<file path="src/rtl/flash_monitor_pkg.sv">
// Shared status codes and default timing for the lamp flash monitor,
// so the intersection controller decodes status the same way.
package flash_monitor_pkg;

    typedef enum logic [2:0] {
        ST_STEADY_OFF = 3'd0,
        ST_STEADY_ON  = 3'd1,
        ST_ACQUIRE    = 3'd2,
        ST_FLASHING   = 3'd3,
        ST_FAULT      = 3'd4
    } status_t;

    localparam logic [31:0] DEFAULT_HALF_PERIOD  = 32'd50000001;
    localparam logic [31:0] DEFAULT_TOLERANCE    = 32'd1000;
    localparam logic [31:0] DEFAULT_STEADY_LIMIT = 32'd100000002;

    function automatic status_t steady_code(input logic level);
        return level ? ST_STEADY_ON : ST_STEADY_OFF;
    endfunction

endpackage

</file>
<file path="src/rtl/flash_monitor_if.sv">
// Lamp line plus supervision outputs; master drives the lamp line,
// slave is the monitor that reports on it.
interface flash_monitor_if;
    logic        light_in;
    logic [2:0]  status;
    logic        flashing;
    logic        fault_pulse;
    logic        measure_valid;
    logic [31:0] last_half;

    modport master (
        output light_in,
        input  status, flashing, fault_pulse, measure_valid, last_half
    );

    modport slave (
        input  light_in,
        output status, flashing, fault_pulse, measure_valid, last_half
    );
endinterface

</file>
<file path="src/rtl/flash_monitor_sync_edge_detect.sv">
// Two-flop synchronizer for the asynchronous lamp line, followed by a
// history register so any level change shows up as a one-cycle edge.
module sync_edge_detect (
    input  logic clock,
    input  logic reset,
    input  logic async_in,
    output logic level_q,
    output logic edge_det
);
    logic meta;
    logic prev;

    always_ff @(posedge clock) begin
        if (reset) begin
            meta    <= 1'b0;
            level_q <= 1'b0;
            prev    <= 1'b0;
        end else begin
            meta    <= async_in;
            level_q <= meta;
            prev    <= level_q;
        end
    end

    assign edge_det = level_q ^ prev;
endmodule

</file>
<file path="src/rtl/flash_monitor.sv">
// Measures each level of the lamp line and classifies it as steady,
// acquiring, flashing at the expected rate, or faulty.
module flash_monitor
    import flash_monitor_pkg::*;
#(
    parameter logic [31:0] HALF_PERIOD  = DEFAULT_HALF_PERIOD,
    parameter logic [31:0] TOLERANCE    = DEFAULT_TOLERANCE,
    parameter logic [31:0] STEADY_LIMIT = DEFAULT_STEADY_LIMIT
) (
    input  logic           clock,
    input  logic           reset,
    flash_monitor_if.slave mon
);
    localparam logic [31:0] WIN_LO = HALF_PERIOD - TOLERANCE;
    localparam logic [31:0] WIN_HI = HALF_PERIOD + TOLERANCE;

    logic        level_q;
    logic        edge_det;
    logic [31:0] run_len;
    logic [1:0]  good_cnt;
    logic [1:0]  good_next;
    status_t     state;
    status_t     state_next;
    logic        in_window;
    logic        saturated;
    logic        flashing_q;
    logic        fault_pulse_q;
    logic        measure_valid_q;
    logic [31:0] last_half_q;

    sync_edge_detect u_sync (
        .clock    (clock),
        .reset    (reset),
        .async_in (mon.light_in),
        .level_q  (level_q),
        .edge_det (edge_det)
    );

    assign in_window = (run_len >= WIN_LO) && (run_len <= WIN_HI);
    assign saturated = (run_len == STEADY_LIMIT);

    // Edges win over saturation; a steady run before acquisition is not judged.
    always_comb begin
        state_next = state;
        good_next  = good_cnt;
        unique case (state)
            ST_STEADY_OFF, ST_STEADY_ON: begin
                if (edge_det) begin
                    state_next = ST_ACQUIRE;
                    good_next  = 2'd0;
                end
            end
            ST_ACQUIRE: begin
                if (edge_det) begin
                    if (in_window) begin
                        good_next = good_cnt + 2'd1;
                        if (good_cnt >= 2'd1) begin
                            state_next = ST_FLASHING;
                        end
                    end else begin
                        state_next = ST_FAULT;
                    end
                end else if (saturated) begin
                    state_next = steady_code(level_q);
                end
            end
            ST_FLASHING: begin
                if (edge_det) begin
                    if (!in_window) begin
                        state_next = ST_FAULT;
                    end
                end else if (saturated) begin
                    state_next = steady_code(level_q);
                end
            end
            ST_FAULT: begin
                if (!edge_det && saturated) begin
                    state_next = steady_code(level_q);
                end
            end
            default: begin
                state_next = ST_STEADY_OFF;
                good_next  = 2'd0;
            end
        endcase
    end

    always_ff @(posedge clock) begin
        if (reset) begin
            state           <= ST_STEADY_OFF;
            good_cnt        <= 2'd0;
            run_len         <= 32'd0;
            flashing_q      <= 1'b0;
            fault_pulse_q   <= 1'b0;
            measure_valid_q <= 1'b0;
            last_half_q     <= 32'd0;
        end else begin
            state           <= state_next;
            good_cnt        <= good_next;
            flashing_q      <= (state_next == ST_FLASHING);
            fault_pulse_q   <= (state_next == ST_FAULT) && (state != ST_FAULT);
            measure_valid_q <= edge_det;
            if (edge_det) begin
                last_half_q <= run_len;
                run_len     <= 32'd1;
            end else if (run_len < STEADY_LIMIT) begin
                run_len <= run_len + 32'd1;
            end
        end
    end

    assign mon.status        = state;
    assign mon.flashing      = flashing_q;
    assign mon.fault_pulse   = fault_pulse_q;
    assign mon.measure_valid = measure_valid_q;
    assign mon.last_half     = last_half_q;
endmodule
</file>
<file path="src/flat_wrapper.sv">
// flat-port wrapper written by rule: the top's interface ports become plain ports
module flash_monitor_flat import flash_monitor_pkg::*;
#(
    parameter logic [31:0] HALF_PERIOD  = DEFAULT_HALF_PERIOD,
    parameter logic [31:0] TOLERANCE    = DEFAULT_TOLERANCE,
    parameter logic [31:0] STEADY_LIMIT = DEFAULT_STEADY_LIMIT
)
  (clock, reset, mon_light_in, mon_status, mon_flashing, mon_fault_pulse, mon_measure_valid, mon_last_half);
  flash_monitor_if mon_i ();
  input  logic clock;
  input  logic reset;
  input wire logic [$bits(mon_i.light_in)-1:0] mon_light_in;
  output wire logic [$bits(mon_i.status)-1:0] mon_status;
  output wire logic [$bits(mon_i.flashing)-1:0] mon_flashing;
  output wire logic [$bits(mon_i.fault_pulse)-1:0] mon_fault_pulse;
  output wire logic [$bits(mon_i.measure_valid)-1:0] mon_measure_valid;
  output wire logic [$bits(mon_i.last_half)-1:0] mon_last_half;
  assign mon_i.light_in = mon_light_in;
  assign mon_status = mon_i.status;
  assign mon_flashing = mon_i.flashing;
  assign mon_fault_pulse = mon_i.fault_pulse;
  assign mon_measure_valid = mon_i.measure_valid;
  assign mon_last_half = mon_i.last_half;
  flash_monitor #(.HALF_PERIOD(HALF_PERIOD), .TOLERANCE(TOLERANCE), .STEADY_LIMIT(STEADY_LIMIT)) u_core (.clock(clock), .reset(reset), .mon(mon_i));
endmodule
</file>
<file path="config.mk">
export PLATFORM = sky130hd
export DESIGN_NAME = flash_monitor_flat
export DESIGN_NICKNAME = d
export VERILOG_FILES = /design/src/rtl/flash_monitor_pkg.sv /design/src/rtl/flash_monitor_if.sv /design/src/rtl/flash_monitor_sync_edge_detect.sv /design/src/rtl/flash_monitor.sv /design/src/flat_wrapper.sv
export SDC_FILE = /design/constraint.sdc
export NUM_CORES = 1
export LEC_CHECK = 0
export ABC_AREA = 0
export CAP_MARGIN = 10
export CORE_MARGIN = 2
export CORE_UTILIZATION = 59
export CTS_CLUSTER_SIZE = 14
export DETAILED_ROUTE_END_ITERATION = 16
export GPL_ROUTABILITY_DRIVEN = 0
export PLACE_DENSITY = 0.9
export SLEW_MARGIN = 20
export SYNTH_ARGS = -nofsm -noshare
export SYNTH_HDL_FRONTEND = slang
export SYNTH_SLANG_ARGS = --single-unit
export TNS_END_PERCENT = 100
</file>
<file path="constraint.sdc">
create_clock -name clock -period 4.65 [get_ports clock]
set_clock_uncertainty 0.15 [all_clocks]
set_input_delay 1.395 -clock clock [delete_from_list [all_inputs] [get_ports clock]]
set_output_delay 1.395 -clock clock [all_outputs]
set_load 0.01 [all_outputs]
</file>
==> metrics.csv <==
metric,value,unit
ios,41,
synth.area.mux_share,0,
die_y,79.1,µm
synthTopCellsByArea,"dfxtp_1, nand2_1, a21oi_1, xnor2_1, nor2_1",
worst_path_max_delay_cell,clkdlybuf4s50_1,
h-tree-depth,3,
syn_to_final_growth,21.8,%
r2r-end,u_core.mon.flashing,
dp_cells,495,
power.density,341,mW/mm²
setup_tns,0,ns
tightest_slew,1.02,ns
port_buffers,40,
path_class,in2reg,
fmax,0.330,GHz
die_w,79.1,µm
cts_tree,done,
vias_per_cell,5.81,
start_util,0.608,
status,finished clean,
synth_xor_area_frac,0.0606,
synth_area_leader_cell,dfxtp_1,
dieArea,0.00625,mm²
p_leak,1.30,nW
antenna_found_initial,0,
grt_pass1_vias,2765,
grt_max_degree,25,
p_total,1.38,mW
placeableCoreArea,0.00547,mm²
dpl.hpwl,4.93,mm
rr_worst_depth,8,
ys_seq_area_frac,0.451,
hold_buffers,0,
hold_path_depth,1,
crit_chain,clkdlybuf4s50_1 -> nand2b_1 -> or4_1 -> nand2_1,
async_flop_share,0,
fill_cells,409,
utilization,0.740,
vdd_drop_max,0.000224,V
p_switching,289,µW
drt_iter0_drc,257,
vias,2970,
cap_violations,0,
critPathTopFamily,simple AND/OR/NAND/NOR gates,
post_dp_cell_area,0.00378,mm²
wl,7.48,mm
drv_slew,0,
clock-sinks,75,
period_share,0.652,
arrival,3.19,ns
design_area,0.00405,mm²
finalHoldViolations,0,
yosys.area_share.simple,0.302,
reg2reg_setup_slack,1.99,ns
n_antenna_cell,0,
drive_above_1_share,0.0774,
final_common_cell,nand2_1,
drc_errors,0,
slew_headroom,0.317,
ctsLongestPathBuffers,2,
synth_edf_count,0,
clkTransAtPathRegs,0.08,ns
fin_nets,442,
critPathLaunchType,input pin,
row_count,27,
critPathRequiredTime,4.80,ns
setup-violations-final,0,
r2r_start,u_core.run_len[1],
numCtsBuffers,9,
hold_end,u_core.u_sync.level_q,
synth_cells,402,
rsz0062_at_grt,no,
grt_remaining_overflow,0,
syn_nets,410,
grt_pass1_wl,12.6,mm
grt_usage,0.256,
syn_area_per_cell,8.27,µm²
seqPwrFrac,0.474,
yosysWarnings,0,
layout_common_cells,"nand2_1, dfxtp_1, a21oi_1",
synth_top_cell_area_share,0.451,
clockRootBuffer,clkbuf_8,
ys_seq_elements,75,
min_period,3.03,ns
netSwitchingFraction,0.209,
synth_top_family_by_area,simple AND/OR/NAND/NOR gates,
crit_path_max_incr_delay,0.78,ns
dr.pass1.iters,5,
clock_latency,0.36,ns
fin_cells,511,
synth_top_flop_cell,dfxtp_1,
clkPwrFrac,0.487,
internal_power,1.09,mW
yosys.cell_types.count,46,
hp-start,u_core.u_sync.meta,
drtAntennaViolNets,0,
synth_fa_ha_area_frac,0.0188,
critical_path_buf_inv_count,1,
ctsResizeCount,0,
critPathMaxFanout,21,
netlist_area,0.00333,mm²
hp-class,reg2reg,
cp-end-kind,register,
synth-compound-area-share,0.125,
routedWlPerCell,14.6,µm
postCtsSetupRepairBufs,0,
p_comb_frac,0.040,
## layer usage
layer,vias to the layer above,routed length [µm],global-route usage
met2,106,3690,0.425
met3,17,444,0.0455
met5,-,0,0
met4,0,150,0.131
li1,1439,-,-
met1,1408,3190,0.317
## kinds of logic after synthesis
family,Yosys count
compound gates,66
xor+xnor,23
fa+ha+maj,5
buf+inv,33
flops,75
simple gates,200
## area by class of cell
| type | count | area (µm²) | area share |
|---|---|---|---|
| clock inverter | 6 | 136 | 0.0337 |
| sequential | 75 | 1500 | 0.371 |
| timing repair buffer | 45 | 438 | 0.108 |
| tap | 72 | 90.1 | 0.0222 |
| multi-input combinational | 294 | 1710 | 0.423 |
| clock buffer | 10 | 138 | 0.0340 |
| inverter | 9 | 33.8 | 0.00834 |
## worst max path at each step
stage | from | endpoint | slack, ns | depth (start not counted)
floorplan | reset | u_core.run_len[0] | 2.16 | 4
CTS | reset | u_core.run_len[22] | 1.65 | 4
finish | reset | u_core.run_len[22] | 1.62 | 4
global placement | reset | u_core.run_len[22] | 1.31 | 4
detailed placement | reset | u_core.run_len[22] | 1.25 | 4
global route | reset | u_core.run_len[22] | 1.51 | 4
## power by group through the flow
stage               logic [mW]  registers (mW)  clock network (mW)
detailed placement      0.0546           0.669                   0
global route            0.0611           0.655               0.702
CTS                     0.0549           0.654               0.676
finish                  0.0549           0.654               0.672
global placement        0.0525           0.669                   0
floorplan               0.0375           0.668                   0
## state kept, by name, indices dropped and copies added, names as in the netlist
name and flops:
u_core.mon.status 3, u_core.u_sync.meta 1, u_core.mon.last_half 32, u_core.run_len 32, u_core.mon.measure_valid 1, u_core.u_sync.prev 1, u_core.good_cnt 2, u_core.mon.flashing 1
u_core.mon.fault_pulse 1, u_core.u_sync.level_q 1
## per-stage QoR
step,hold WS (ns),setup WS [ns]
after detailed placement,0.281,1.25
after global placement,0.268,1.31
after floorplan,0.264,2.16
final,0.296,1.62
after global routing,0.323,1.51
after CTS,0.301,1.65
## synthesized netlist by cell type (3+ instances only)
master / instances
nor3_1: 11
nand4_1: 5
nor4b_1: 3
and2_1: 6
a21oi_1: 41
nand2_1: 87
and3_1: 3
nor2b_1: 4
or4_1: 3
nor2_1: 30
nor4_1: 9
o211ai_1: 5
nor4_2: 4
clkbuf_1: 17
o21ai_0: 5
or3_1: 7
inv_1: 9
xnor2_1: 21
nand2b_1: 3
nor3b_1: 6
ha_1: 5
nand3_1: 9
dfxtp_1: 75
buf_2: 5
Note: power is estimated with default switching activity, not from simulation.
